**src/rtl/muldiv_sequencer.sv**
```systemverilog
// muldiv_sequencer: iterative shift-add multiply / restoring divide owning the HI/LO pair.
// Define MULDIV_DIV_EN to build DIV/DIVU; without it divide requests are ignored.
module muldiv_sequencer #(
    parameter int WIDTH = 32
) (
    input  logic             clk,
    input  logic             rst,
    input  logic             start,
    input  logic [1:0]       op,
    input  logic [WIDTH-1:0] a,
    input  logic [WIDTH-1:0] b,
    input  logic             rd_req,
    output logic             busy,
    output logic             stall,
    output logic             done,
    output logic             div_by_zero,
    output logic [WIDTH-1:0] hi,
    output logic [WIDTH-1:0] lo
);
    localparam int CW = $clog2(WIDTH);
    localparam logic [1:0] IDLE = 2'd0, CALC = 2'd1, FIX = 2'd2;
    logic [1:0] state;
    logic [CW-1:0] count;
    logic [WIDTH-1:0] ma, abs_a, abs_b;
    logic [2*WIDTH-1:0] acc, acc_step, prod, res;
    logic [WIDTH:0] sum;
    logic sa, sb, accept, last;
    assign busy = state != IDLE;
    assign stall = rd_req & busy;
    assign abs_a = (~op[0] & a[WIDTH-1]) ? -a : a;
    assign abs_b = (~op[0] & b[WIDTH-1]) ? -b : b;
    assign last = count == CW'(WIDTH - 1);
    // multiplier sits in acc low half and is consumed LSB-first as the product shifts in
    assign sum = {1'b0, acc[2*WIDTH-1:WIDTH]} + (acc[0] ? {1'b0, ma} : {(WIDTH + 1){1'b0}});
    assign prod = (sa ^ sb) ? -acc : acc;
`ifdef MULDIV_DIV_EN
    logic [WIDTH-1:0] mb, rem, res_hi, res_lo;
    logic [WIDTH:0] shifted, diff;
    logic is_div, dz;
    assign accept = start & ~busy;
    assign shifted = {rem, acc[WIDTH-1]};
    assign diff = shifted - {1'b0, mb};
    assign acc_step = is_div ? {acc[2*WIDTH-1:WIDTH], acc[WIDTH-2:0], ~diff[WIDTH]} : {sum, acc[WIDTH-1:1]};
    // ma is |a|, so re-negating it on a signed op recovers the original dividend
    assign res_hi = dz ? (sa ? -ma : ma) : (sa ? -rem : rem);
    assign res_lo = dz ? {WIDTH{1'b1}} : ((sa ^ sb) ? -acc[WIDTH-1:0] : acc[WIDTH-1:0]);
    assign res = is_div ? {res_hi, res_lo} : prod;
    always_ff @(posedge clk) begin
        if (rst) begin
            div_by_zero <= 1'b0;
            is_div <= 1'b0;
            dz <= 1'b0;
            mb <= '0;
            rem <= '0;
        end else if (accept) begin
            is_div <= op[1];
            dz <= b == '0;
            mb <= abs_b;
            rem <= '0;
            div_by_zero <= 1'b0;
        end else if (state == CALC && is_div) begin
            rem <= diff[WIDTH] ? shifted[WIDTH-1:0] : diff[WIDTH-1:0];
        end else if (state == FIX && is_div) begin
            div_by_zero <= dz;
        end
    end
`else
    assign accept = start & ~busy & ~op[1];
    assign acc_step = {sum, acc[WIDTH-1:1]};
    assign res = prod;
    assign div_by_zero = 1'b0;
`endif
    always_ff @(posedge clk) begin
        if (rst) begin
            state <= IDLE;
            count <= '0;
            hi <= '0;
            lo <= '0;
            done <= 1'b0;
            sa <= 1'b0;
            sb <= 1'b0;
            ma <= '0;
            acc <= '0;
        end else begin
            done <= 1'b0;
            if (accept) begin
                state <= CALC;
                count <= '0;
                sa <= ~op[0] & a[WIDTH-1];
                sb <= ~op[0] & b[WIDTH-1];
                ma <= abs_a;
                acc <= {{WIDTH{1'b0}}, op[1] ? abs_a : abs_b};
            end else if (state == CALC) begin
                state <= last ? FIX : CALC;
                count <= count + 1'b1;
                acc <= acc_step;
            end else if (state == FIX) begin
                state <= IDLE;
                {hi, lo} <= res;
                done <= 1'b1;
            end
        end
    end
endmodule

```
**config.mk**
```make
export PLATFORM = sky130hd
export DESIGN_NAME = muldiv_sequencer
export DESIGN_NICKNAME = d
export VERILOG_FILES = /design/src/rtl/muldiv_sequencer.sv
export SDC_FILE = /design/constraint.sdc
export NUM_CORES = 1
export LEC_CHECK = 0
export ABC_AREA = 1
export CAP_MARGIN = 20
export CORE_MARGIN = 2
export CORE_UTILIZATION = 40
export CTS_BUF_LIST = sky130_fd_sc_hd__clkbuf_16
export DETAILED_ROUTE_END_ITERATION = 6
export PLACE_DENSITY = 0.61
export SYNTH_ARGS = -nofsm -noshare
export SYNTH_HDL_FRONTEND = slang
export SYNTH_SLANG_ARGS = --single-unit
```
**constraint.sdc**
```tcl
create_clock -name clk -period 2.5 [get_ports clk]
set_input_delay 0.25 -clock clk [delete_from_list [all_inputs] [get_ports clk]]
set_output_delay 0.25 -clock clk [all_outputs]
set_load 0.05 [all_outputs]
```
# == Word level (Yosys, flattened, before mapping) ==
# Index checks and enable logic that the tools add are counted.
# totals
ff_bits,170
# op_classes
n_mux,12
bitwise,11
n_addsub,5
n_eq_ne,3
reduce_logical,7
# ops
operator,count
two-way mux 32 bit,6
two-way mux 64 bit,1
negation 32 bit,2
negation 64 bit,1
adder 32 x 32 -> 33 bit,1
two-way mux 2 bit,3
nonzero test 2 bit,3
"adder 5 x 1 -> 5 bit, second input constant",1
bitwise AND 1 bit,5
"== test 5 bit, second input constant",1
NOT 1 bit,5
AND reduction 3 bit,1
nonzero test 3 bit,1
OR reduction 3 bit,1
"== test 2 x 1 -> 1 bit, second input constant",1
"== test 2 bit, second input constant",1
two-way mux 1 bit,2
OR reduction 2 bit,1
bitwise XOR 1 bit,1

# == Depth between registers and ports, before layout ==
# depth
depth_word,6
ltp_mapped,19
mapped_depth_nobuf,17

# == Least setup slack after synthesis ==
# No wires, ideal clock.
# synth_timing
kind,reg-to-reg
from,reg acc[0]
to,reg acc[61]
arrival_time_ns,2.118
required_time_ns,2.391
stages_incl_launch_ff,19
path_buffers,2
setup_ns,0.109
setup_slack_ns,0.273
synth_period_minus_slack_ns,2.227
cell_sequence,dfxtp_1 > buf_6 > clkbuf_1 > nand2_1 > inv_1 > ha_1 > fa_1 > nand3_1 > nand2_1 > nand2_1 > nand2_1 > nand3_1 > nand2_1 > nand2_1 > nand2_1 > nand2_1 > nand3_1 > nand2_1 > inv_1
# synth_between
elab_chain_len,2
# synth_rtl
element,line_no,rtl
"start, declared",25,"logic [2*WIDTH-1:0] acc, acc_step, prod, res;"
"start signal, assigned",92,"acc <= {{WIDTH{1'b0}}, op[1] ? abs_a : abs_b};"
"start signal, assigned",96,acc <= acc_step;
two-way mux 32 bit,34,"assign sum = {1'b0, acc[2*WIDTH-1:WIDTH]} + (acc[0] ? {1'b0, ma} : {(WIDTH + 1){1'b0}});"
adder 32 x 32 -> 33 bit,34,
# Every way passes these cells.
# A chain may end at the register's enable or synchronous reset.

# == Worst setup path after layout ==
# layout_timing
from,reg state[0]
to,out stall
# layout_between
elab_chain_len,2
# layout_rtl
element,line_no,rtl
"start, declared",22,logic [1:0] state;
"start signal, assigned",94,state <= last ? FIX : CALC;
nonzero test 2 bit,28,assign busy = state != IDLE;
bitwise AND 1 bit,29,assign stall = rd_req & busy;
"end, declared",14,"output logic stall,"
# Every way passes these cells.

==> impl_metrics.yaml <==
final_layout:
  instances_no_fill: 2790
  seq_area_um2: 3403
  diodes: 0
  final_area_um2: 15500
  syn_to_final_growth_pct: 19.49
  final.fill_count: 3426
  drive_gt1_frac: 0.05318
  multiInputGateArea_um2: 8055
  fin_nets: 2486
synthesis:
  synth_edf_count: 0
  syn_avg_cell_area_um2: 5.736
  ys_seq_area_frac: 0.2624
  synth_seq_cells: 170
  syn_nets: 2372
  ys_warn_count: 0
  syn-cell-area_um2: 12970
  synthCells: 2261
  synth_flop_cell: "dfxtp_1"
  synth_cell_type_count: 50
  async_flop_share: 0
timing:
  setup_viol: 0
  min_period_over_period: 0.9484
  period_needed_ns: 2.371
  slew_headroom: 0.6115
  rsz0062_at_grt: "yes"
  slew_viol_final: 0
  hold_slack_ns: 0.2702
  setup_tns_ns: 0
  finalClockSkew_ns: 0.01504
  hold_violations: 0
  worstMarginPinSlew_ns: 0.5827
  fmax_mhz: 421.8
clock_tree:
  cts_buffer_depth: 2
  cts.clk_slew.worst_paths_ns: 0.07
  numCtsBuffers: 17
  clk_latency_ns: 0.45
  cts_tree: "built"
  cts.sinks: 170
  cts_root_buf: "clkbuf_16"
  cts_max_level: 4
routing:
  wl_per_cell_um: 16.99
  first_iter_violations: 1339
  drtPass1Iterations: 7
  routed_via_density: 5.197
  final_antenna_net_count: 0
  drcViolationCount: 0
  via_count: 14500
  postRouteWirelength_um: 47390
critical_path:
  cp.required_ns: 2.25
  path_max_fanout: 3
  cp_num_buf_inv: 2
  criticalPathCategory: "flop to output port"
  cp_top_family: "buffers and inverters"
  path_cells: "inv_1, ha_1, nor2_1, clkdlybuf4s50_1"
  critical_path_arrival_ns: 2.12
  endpoint_kind: "output port"
  start_kind: "flop"
  cpMaxStageDelayCell: "clkdlybuf4s50_1"
  worst_path_largest_cell_delay_ns: 0.80
global_route:
  gr-total-overflow: 0
  grt_pass1_wl_um: 73850
  gr-usage-all-layers: 0.2825
  busiest_layer: "met2"
  grtUsageMet3: 0.03328
  grt_pass1_vias: 13508
  grt_antenna_before_repair: 0
  met2_usage: 0.4445
  grt_use_met1: 0.3838
  grt_max_degree: 120
floorplanning:
  rows: 65
  dieArea_um2: 33880
  die_y_um: 184.1
  start_util: 0.4089
  fp.dieW_um: 184.1
  io_pins: 138
  core_area_um2: 31720
placed_design:
  gp_congestion: 1.030
  dp.cells: 2758
  hpwl_um: 37650
  place_area_um2: 14840
  io_buffers: 136
power_and_ir_drop:
  clockPowerShare: 0.356
  power.total_mw: 8.295
  peakVddDrop_mv: 0.5188
  p_sw_mw: 3.076
  pwr-share-seq: 0.369
  power_frac_comb: 0.275
  swShare: 0.3708
  powerDensity_nw_per_um2: 535.2
  p_int_mw: 5.219
  leakagePower_nw: 7.627
min_path:
  hold_path_class: "primary input to flop"
flow_run:
  maxCapViolations: 0
outcome:
  status: "finished, final reports clean"
## power groups by stage
stage / clock (mW) / combinational [mW] / sequential (mW)
floorplan: 0 / 1.52 / 3.01
global placement: 0 / 2.22 / 3.11
detailed placement: 0 / 2.23 / 3.11
CTS: 3.01 / 2.25 / 3.05
global route: 3.11 / 2.54 / 3.07
finish: 2.95 / 2.28 / 3.06
## cell families after synthesis
| group | Yosys count | share of synthesized area |
|---|---|---|
| compound gates | 349 | 0.1471 |
| xor+xnor | 47 | 0.03232 |
| fa+ha+maj | 41 | 0.04013 |
| buf+inv | 403 | 0.1195 |
| flops | 170 | 0.2624 |
| other cells | 1 | 0.0002891 |
| simple gates | 1250 | 0.3982 |
## flip-flops by register name, indices dropped and copies added, names as in the netlist
| signal | flops |
|---|---|
| lo | 32 |
| ma | 32 |
| sa | 1 |
| count | 5 |
| acc | 64 |
| done | 1 |
| state | 2 |
| hi | 32 |
| sb | 1 |
## placed cells by master, fill, tap and decap left out, types with 4 or more instances in the layout
master and count:
a21o_1 4, a21oi_1 133, a31oi_1 19, buf_12 5, buf_4 27, clkbuf_16 17
clkdlybuf4s50_1 135, dfxtp_1 170, ha_1 38, inv_1 317, inv_2 11, inv_6 6
inv_8 4, nand2_1 647, nand2_2 8, nand3_1 175, nand3_2 4, nand4_1 25
nor2_1 327, nor2_2 12, nor3_1 29, o211ai_1 9, o21ai_0 132, o21ai_1 24
o21bai_1 4, o221ai_1 9, or2_2 8, xnor2_1 12, xor2_1 34
## cells in the mapped netlist (all sizes together) (2+ instances only)
master	n	area share
nand3	179	0.071
inv	328	0.095
o21bai	4	0.0023
o21a	2	0.0012
ha	40	0.039
a31oi	19	0.0092
clkbuf	50	0.014
and3	2	0.00096
a221oi	2	0.0014
o211ai	9	0.0052
or2	9	0.0043
dfxtp	170	0.26
a22o	2	0.0014
a31o	2	0.0014
o21ai	158	0.063
a21o	4	0.0023
buf	24	0.0097
nand3b	2	0.0012
o221ai	9	0.0061
nor4	2	0.00096
a21oi	135	0.052
xor2	34	0.023
xnor2	13	0.0094
nand2	655	0.19
nor2	342	0.10
nand4	25	0.012
nor3	32	0.013
## cell type report
| cell class | instances | area share |
|---|---|---|
| Sequential cell | 170 | 0.2196 |
| Tap cell | 402 | 0.03246 |
| Inverter | 329 | 0.07977 |
| Clock inverter | 15 | 0.01316 |
| Clock buffer | 17 | 0.02745 |
| Multi-Input combinational cell | 1688 | 0.5198 |
| Timing Repair Buffer | 169 | 0.1078 |
## metal layers
layer / vias to the layer above / share of wire / wire length (um)
met3: 84 / 0.063 / 2979
met4: 0 / 0.044 / 2104
li1: 7405 / - / -
met1: 6460 / 0.46 / 21920
met5: - / 0 / 0
met2: 551 / 0.43 / 20390
## per-stage QoR
stage / setup slack (ns) / util
3_5_place_dp: 0.1081 / 0.4679
4_1_cts: 0.08723 / 0.4877
5_1_grt: -0.03905 / 0.4886
3_3_place_gp: 0.07523 / 0.4679
2_1_floorplan: 0.2727 / -
6_report: 0.1291 / 0.4886
## what timing repair did
item | in CTS | in global routing
hold buffers | 0 | 0
setup endpoints to repair | 0 | 12
resized for setup | 0 | 9
setup buffers | 0 | 0
## worst paths after layout
path | from | endpoint | slack, ns | depth (start not counted)
worst max-delay path | state[0] | stall | 0.13 | 4
worst min register to register | count[4] | count[4] | 0.48 | 2
worst min-delay path | rst | acc[13] | 0.27 | 2
worst max register to register | acc[0] | acc[50] | 0.15 | 13
No activity file was read; power rests on OpenSTA's default activity.
